===== config.mk =====
export PLATFORM = sky130hd
export DESIGN_NAME = fp32_multiplier
export DESIGN_NICKNAME = d
export VERILOG_FILES = /design/src/rtl/fp32_pkg.sv /design/src/rtl/fp_mant_mul.sv /design/src/rtl/fp32_multiplier.sv
export SDC_FILE = /design/constraint.sdc
export NUM_CORES = 1
export LEC_CHECK = 0
export CAP_MARGIN = 20
export CELL_PAD_IN_SITES_DETAIL_PLACEMENT = 0
export CELL_PAD_IN_SITES_GLOBAL_PLACEMENT = 1
export CORE_MARGIN = 4
export CORE_UTILIZATION = 26
export DETAILED_ROUTE_END_ITERATION = 10
export PLACE_DENSITY = 0.52
export SETUP_SLACK_MARGIN = 0.15
export SYNTH_ARGS = -nofsm -noshare
export SYNTH_HDL_FRONTEND = slang
export SYNTH_SLANG_ARGS = --single-unit
export TNS_END_PERCENT = 100

===== constraint.sdc =====
create_clock -name clk -period 3.25 [get_ports clk]
set_clock_uncertainty 0.2 [all_clocks]
set_input_delay 0.325 -clock clk [delete_from_list [all_inputs] [get_ports clk]]
set_output_delay 0.325 -clock clk [all_outputs]
set_load 0.01 [all_outputs]

===== src/rtl/fp32_pkg.sv =====
// Shared definitions for the sequential fp32 arithmetic blocks (multiplier,
// divider): IEEE-754 single constants, field widths and the controller
// state type.
package fp32_pkg;

  localparam int EXP_BIAS = 127;
  localparam int EXP_MAX  = 255;

  localparam logic [31:0] QNAN    = 32'h7FC0_0000;
  localparam logic [31:0] POS_INF = 32'h7F80_0000;

  localparam int FRAC_W = 23;              // stored fraction bits
  localparam int EXP_W  = 8;               // stored exponent bits
  localparam int MANT_W = FRAC_W + 1;      // fraction plus hidden bit
  localparam int PROD_W = 2 * MANT_W;      // full mantissa product
  localparam int EXPS_W = 10;              // signed working exponent

  typedef enum logic [2:0] {
    ST_IDLE,
    ST_UNPACK,
    ST_MUL,
    ST_NORM,
    ST_ROUND,
    ST_DONE
  } fp_state_e;

endpackage


===== src/rtl/fp_mant_mul.sv =====
// Iterative radix-2 shift-add mantissa multiplier, 24x24 -> 48 bits.
//   clk, rst  : clock, synchronous active-low reset
//   load      : capture a/b and perform the iteration for multiplier bit 0
//   a, b      : mantissas with hidden bit attached
//   done      : one-cycle pulse; prod is final while done is high and
//               stays held until the next load
//   prod      : 48-bit product
// The load cycle consumes bit 0, the following 23 cycles consume bits 1..23,
// so the product is complete 24 edges after load was sampled.
module fp_mant_mul
  import fp32_pkg::*;
(
  input  logic              clk,
  input  logic              rst,
  input  logic              load,
  input  logic [MANT_W-1:0] a,
  input  logic [MANT_W-1:0] b,
  output logic              done,
  output logic [PROD_W-1:0] prod
);

  logic [PROD_W-1:0] acc_q, acc_d;
  logic [PROD_W-1:0] a_sh_q, a_sh_d;   // multiplicand aligned to current bit
  logic [MANT_W-1:0] b_sh_q, b_sh_d;   // remaining multiplier bits, LSB next
  logic [4:0]        cnt_q, cnt_d;
  logic              run_q, run_d;
  logic              done_q, done_d;

  always_comb begin
    acc_d  = acc_q;
    a_sh_d = a_sh_q;
    b_sh_d = b_sh_q;
    cnt_d  = cnt_q;
    run_d  = run_q;
    done_d = 1'b0;
    if (load) begin
      acc_d  = b[0] ? {{MANT_W{1'b0}}, a} : '0;
      a_sh_d = {{(MANT_W-1){1'b0}}, a, 1'b0};
      b_sh_d = {1'b0, b[MANT_W-1:1]};
      cnt_d  = 5'd1;
      run_d  = 1'b1;
    end else if (run_q) begin
      if (b_sh_q[0]) acc_d = acc_q + a_sh_q;
      a_sh_d = a_sh_q << 1;
      b_sh_d = b_sh_q >> 1;
      cnt_d  = cnt_q + 5'd1;
      if (cnt_q == 5'd23) begin
        run_d  = 1'b0;
        done_d = 1'b1;
      end
    end
  end

  always_ff @(posedge clk) begin
    if (!rst) begin
      acc_q  <= '0;
      a_sh_q <= '0;
      b_sh_q <= '0;
      cnt_q  <= '0;
      run_q  <= 1'b0;
      done_q <= 1'b0;
    end else begin
      acc_q  <= acc_d;
      a_sh_q <= a_sh_d;
      b_sh_q <= b_sh_d;
      cnt_q  <= cnt_d;
      run_q  <= run_d;
      done_q <= done_d;
    end
  end

  assign done = done_q;
  assign prod = acc_q;

endmodule


===== src/rtl/fp32_multiplier.sv =====
// Sequential IEEE-754 single-precision multiplier.
//   clk, rst      : clock, synchronous active-low reset
//   start         : request, sampled only in IDLE
//   multiplicand  : operand A, captured on the accepting edge
//   multiplier    : operand B, captured on the accepting edge
//   valid         : one-cycle pulse in the DONE cycle
//   busy          : high from accept through DONE inclusive
//   out_reg       : result, held until the next result
// Handshake: start is taken on an edge where the block is IDLE (busy=0);
// valid pulses exactly once per accepted request, in the DONE cycle, and
// out_reg is written only on the edge entering DONE. start while busy is
// dropped. Inputs that are zero or subnormal are flushed to signed zero.
// Build option: define FP_MUL_RNE_EN for round-to-nearest-even; otherwise
// the result is truncated (same latency either way).
module fp32_multiplier
  import fp32_pkg::*;
(
  input  logic        clk,
  input  logic        rst,
  input  logic        start,
  input  logic [31:0] multiplicand,
  input  logic [31:0] multiplier,
  output logic        valid,
  output logic        busy,
  output logic [31:0] out_reg
);

  fp_state_e                 state_q, state_d;
  logic [31:0]               a_q, a_d, b_q, b_d;
  logic                      sign_q, sign_d;
  logic signed [EXPS_W-1:0]  exp_q, exp_d;
  logic [FRAC_W-1:0]         mant_q, mant_d;
  logic [31:0]               out_q, out_d;
  logic                      valid_q, valid_d;
  logic                      busy_q, busy_d;
`ifdef FP_MUL_RNE_EN
  logic                      guard_q, guard_d;
  logic                      sticky_q, sticky_d;
`endif

  logic                      load, done;
  logic [PROD_W-1:0]         prod;

  fp_mant_mul u_mant_mul (
    .clk  (clk),
    .rst  (rst),
    .load (load),
    .a    ({1'b1, a_q[FRAC_W-1:0]}),
    .b    ({1'b1, b_q[FRAC_W-1:0]}),
    .done (done),
    .prod (prod)
  );

  logic [EXP_W-1:0]         ea, eb;
  logic                     a_nan, b_nan, a_inf, b_inf, a_zero, b_zero;
  logic                     round_up;
  logic [FRAC_W:0]          mant_sum;
  logic signed [EXPS_W-1:0] exp_r;

  assign ea     = a_q[30:23];
  assign eb     = b_q[30:23];
  assign a_nan  = (ea == 8'hFF) && (a_q[FRAC_W-1:0] != '0);
  assign b_nan  = (eb == 8'hFF) && (b_q[FRAC_W-1:0] != '0);
  assign a_inf  = (ea == 8'hFF) && (a_q[FRAC_W-1:0] == '0);
  assign b_inf  = (eb == 8'hFF) && (b_q[FRAC_W-1:0] == '0);
  assign a_zero = (ea == 8'h00);
  assign b_zero = (eb == 8'h00);

`ifdef FP_MUL_RNE_EN
  assign round_up = guard_q & (sticky_q | mant_q[0]);
`else
  assign round_up = 1'b0;
  // Below-lsb product bits only matter when rounding to nearest.
  logic [22:0] unused_prod_lo;
  assign unused_prod_lo = prod[22:0];
`endif

  // A carry out of the fraction means 1.111..1 rounded up to 10.000..0:
  // the fraction wraps to zero and the exponent absorbs the carry.
  assign mant_sum = {1'b0, mant_q} + {{FRAC_W{1'b0}}, round_up};
  assign exp_r    = exp_q + {{(EXPS_W-1){1'b0}}, mant_sum[FRAC_W]};

  always_comb begin
    state_d = state_q;
    a_d     = a_q;
    b_d     = b_q;
    sign_d  = sign_q;
    exp_d   = exp_q;
    mant_d  = mant_q;
    out_d   = out_q;
    load    = 1'b0;
`ifdef FP_MUL_RNE_EN
    guard_d  = guard_q;
    sticky_d = sticky_q;
`endif
    case (state_q)
      ST_IDLE: begin
        if (start) begin
          a_d     = multiplicand;
          b_d     = multiplier;
          state_d = ST_UNPACK;
        end
      end
      ST_UNPACK: begin
        sign_d = a_q[31] ^ b_q[31];
        exp_d  = EXPS_W'({2'b00, ea} + {2'b00, eb} - 10'd127);
        if (a_nan || b_nan || (a_inf && b_zero) || (b_inf && a_zero)) begin
          out_d   = QNAN;
          state_d = ST_DONE;
        end else if (a_inf || b_inf) begin
          out_d   = {a_q[31] ^ b_q[31], POS_INF[30:0]};
          state_d = ST_DONE;
        end else if (a_zero || b_zero) begin
          out_d   = {a_q[31] ^ b_q[31], 31'b0};
          state_d = ST_DONE;
        end else begin
          load    = 1'b1;
          state_d = ST_MUL;
        end
      end
      ST_MUL: begin
        if (done) state_d = ST_NORM;
      end
      ST_NORM: begin
        // Product of two [1,2) mantissas lies in [1,4); bit 47 marks [2,4).
        if (prod[47]) begin
          mant_d = prod[46:24];
          exp_d  = exp_q + 10'sd1;
`ifdef FP_MUL_RNE_EN
          guard_d  = prod[23];
          sticky_d = |prod[22:0];
`endif
        end else begin
          mant_d = prod[45:23];
`ifdef FP_MUL_RNE_EN
          guard_d  = prod[22];
          sticky_d = |prod[21:0];
`endif
        end
        state_d = ST_ROUND;
      end
      ST_ROUND: begin
        if (exp_r >= 10'sd255)
          out_d = {sign_q, POS_INF[30:0]};
        else if (exp_r <= 10'sd0)
          out_d = {sign_q, 31'b0};
        else
          out_d = {sign_q, exp_r[EXP_W-1:0], mant_sum[FRAC_W-1:0]};
        state_d = ST_DONE;
      end
      ST_DONE: state_d = ST_IDLE;
      default: state_d = ST_IDLE;
    endcase
    valid_d = (state_d == ST_DONE);
    busy_d  = (state_d != ST_IDLE);
  end

  always_ff @(posedge clk) begin
    if (!rst) begin
      state_q <= ST_IDLE;
      a_q     <= '0;
      b_q     <= '0;
      sign_q  <= 1'b0;
      exp_q   <= '0;
      mant_q  <= '0;
      out_q   <= '0;
      valid_q <= 1'b0;
      busy_q  <= 1'b0;
`ifdef FP_MUL_RNE_EN
      guard_q  <= 1'b0;
      sticky_q <= 1'b0;
`endif
    end else begin
      state_q <= state_d;
      a_q     <= a_d;
      b_q     <= b_d;
      sign_q  <= sign_d;
      exp_q   <= exp_d;
      mant_q  <= mant_d;
      out_q   <= out_d;
      valid_q <= valid_d;
      busy_q  <= busy_d;
`ifdef FP_MUL_RNE_EN
      guard_q  <= guard_d;
      sticky_q <= sticky_d;
`endif
    end
  end

  assign valid   = valid_q;
  assign busy    = busy_q;
  assign out_reg = out_q;

endmodule


==> impl_results.md <==
- DIE WIDTH: 235.4 um
- Maximum number of pins on one net before global-route repair: 110
- GRT overflow: 0
- Clk root buf: clkbuf_16
- Final setup viols: 0
- Clock Latency Late Sink: 0.58 ns
- Max_cap viols: 0
- First-pass GRT wire length: 64.84 mm
- Crit path time final: 3.046 ns
- Routability congestion estimate: 0.7962
- Status: finished clean
- Flop pwr share: 0.382
- CP startpoint kind: flip-flop
- Setup CP Type: flip-flop to flip-flop
- Final-report hold violation count: 0
- Switching Share: 0.3414
- Worst Max-Slew Pin Slew: 0.9365 ns
- Num CTS Buffers: 31
- R2R cell count: 11
- Worst-path maximum fanout: 6
- FF-to-FF setup slack: 0.20 ns
- Syn_nets: 1758
- Antenna Cells: 0
- Vias per cell: 4.840
- Vias in the first global route: 11620
- Routed wire length per instance: 16.72 um
- Clk slew on worst S/H paths: 0.06 ns
- Synth Register Bits: 259
- CORE AREA: 51300 um2
- Logic pwr share: 0.284
- Final instance area: 16530 um2
- Post-synth top flop: dfxtp_1
- Post-synthesis average cell area: 8.276 um2
- Ys async rst share: 0
- Clock network fraction of design power: 0.334
- Cell Int Power: 7.208 mW
- Arrival time worst endpoint: 3.37 ns
- Synthesis Warnings: 0
- Hold path cells: 3
- TNS Setup: 0 ns
- Cell variety after synth: 62
- Max-slew headroom: 0.3748
- HP Class: input pin to flip-flop
- Lkg Pwr: 6.542 nW
- Drt pass-1 iters: 5
- Fillers: 5467
- Capturing point of the worst reg2reg path: u_mant_mul.prod[35]
- DP Wirelength: 28.48 mm
- Area grow syn2layout: 22.90%
- DRC Markers: 0
- Area post-placement: 15270 um2
- Cells after DPL: 2338
- Yosys top cell area share: 0.3855
- Slew Limit Fails: 0
- CP Capture Type: flip-flop
- All-Layer GR Usage: 0.1398
- Most common cell after layout, fill and taps aside: nand2_1
- Die Area: 55430 um2
- EDFF count, synth: 0
- HP Start: multiplier[23]
- Seq/Total Area, Yosys: 0.3855
- Total number of vias: 11620
- Worst EP required: 3.57 ns
- H-tree lvl count: 1
- Max Root-Sink Buffers: 3
- Ports: 101
- Mapped Cells: 1625
- Worst R2R Start: u_mant_mul.a_sh_q[7]
- Die Y: 235.4 um
- Share of cells above drive strength 1: 0.08193
- Mapped Area: 13450 um2
- DRT antenna net count: 0
- Max VDD drop: 0.4715 mV
- Synth area leader: dfxtp_1
- RSZ-0062 raised after global routing: true
- Final #Nets: 1831
- CTS Sinks: 259
- Initial Util: 0.2622
- FP Rows: 83
- Hold Path End: b_q[23]
- Fin cells: 2401
- Tcrit/Tclk final: 0.9373
- Pwr/cell area: 662.2 nW/um2
- Area contributors post-synth: dfxtp_1 (39%), nand2_1 (7.3%), mux2i_1 (7.1%)
- Initial antenna violation count: 0
- CTS tree: done
- Starting DRT DRC Count: 542
- Fmax: 0.3283 GHz
- Final wirelength: 40.14 mm
- IO buf count: 100
- NetSw: 3.737 mW
- Most frequent cells in the layout: nand2_1 (262), dfxtp_1 (256), a21oi_1 (140)
kinds of logic (layout without fill, tap and decap cells):
group                      count (synthesis)  in the layout  share of synthesized area
and+or+nand+nor                          571            571                     0.1920
AOI/OAI and AO/OA                        455            455                     0.2219
DFF                                      259            259                     0.3855
buffers and inverters                    133            229                    0.03731
muxes                                     96             96                    0.07145
adders and majority gates                 66             66                    0.06252
xor gates and xnor gates                  45             45                    0.02930
through the flow:
stage                     setup WS [ns]  power (mW)  utilization  hold WS, ns
after floorplan                  0.4501       6.208            -       0.2491
after global placement           0.1190       7.375       0.2976       0.2638
after detailed placement        0.08168       7.386       0.2976       0.2676
after CTS                        0.1586       11.14       0.3193      0.05668
after global routing            0.02911       11.67       0.3222      0.06449
final                            0.2039       10.95       0.3222      0.09214
Yosys cell counts, types with 3 or more instances:
cell type and instances:
a21boi_0 27, nor2b_1 32, dfxtp_1 259, a211oi_1 54
nor3b_1 7, a21oi_1 144, nand2b_1 3, xnor2_1 23
o211ai_1 6, o22ai_1 4, buf_1 10, o21bai_1 6
xor2_1 22, nor2_1 116, or4_1 3, a221oi_1 3
o21a_1 8, o21ai_1 5, a41oi_1 3, o31ai_1 4
nor4b_1 4, and3_1 16, o21ai_0 68, nor3_1 15
mux2i_1 96, a21o_1 35, a22oi_1 26, a31oi_1 10
nand2_1 263, nor4_1 16, nand3_1 50, inv_1 20
and2_1 12, nand4_1 22, clkbuf_1 100, a211o_1 3
nand3b_1 3, o211a_1 29, ha_1 64, or3_1 3
per-layer routing:
layer,GRT usage,share of wire
met1,0.1947,0.50
met3,0.02015,0.032
met5,0,0
met2,0.2312,0.45
met4,0.02919,0.019
what timing repair did:
item,in CTS,in global routing
resized for setup,3,26
endpoints found under the setup margin,3,28
pin swaps,2,7
buffers inserted,3,3
hold buffers,1,0
gates cloned,0,0
endpoints found under the hold margin,30,0
area by class of cell:
cell class | count | area, um2 | area share
Sequential cell | 259 | 5191 | 0.3141
Inverter | 21 | 80.08 | 0.004845
Clock buffer | 44 | 904.6 | 0.05473
Multi-Input combinational cell | 1233 | 7918 | 0.4790
Tap cell | 680 | 850.8 | 0.05148
Timing Repair Buffer | 152 | 1416 | 0.08569
Clock inverter | 12 | 167.7 | 0.01014
worst max-delay path by stage:
stage / start / to / slack, ns / cells past startpoint
finish: u_mant_mul.a_sh_q[7] / u_mant_mul.prod[35] / 0.20 / 11
global route: u_mant_mul.a_sh_q[1] / u_mant_mul.prod[35] / 0.03 / 12
CTS: u_mant_mul.a_sh_q[1] / u_mant_mul.prod[35] / 0.16 / 12
detailed placement: u_mant_mul.a_sh_q[3] / u_mant_mul.prod[44] / 0.08 / 10
global placement: u_mant_mul.a_sh_q[3] / u_mant_mul.prod[44] / 0.12 / 10
floorplan: u_mant_mul.a_sh_q[1] / u_mant_mul.prod[35] / 0.45 / 11
power groups by stage:
stage               clock network (mW)  registers (mW)  logic, mW
finish                            3.66            4.18       3.11
global route                      3.92            4.27       3.48
CTS                               3.80            4.19       3.15
detailed placement                   0            4.26       3.13
global placement                     0            4.24       3.13
floorplan                            0            4.10       2.11
worst max-delay path, cell delays in order, from the launching register on:
cell,delay [ns]
dfxtp_1,0.33
ha_1,0.40
nand2_1,0.10
o21a_1,0.20
a211o_1,0.34
a21oi_2,0.14
nor3b_1,0.06
buf_4,0.14
o32a_1,0.35
o31a_1,0.25
or4_1,0.40
nand3_1,0.08
Power figures use the tool's default switching activity.
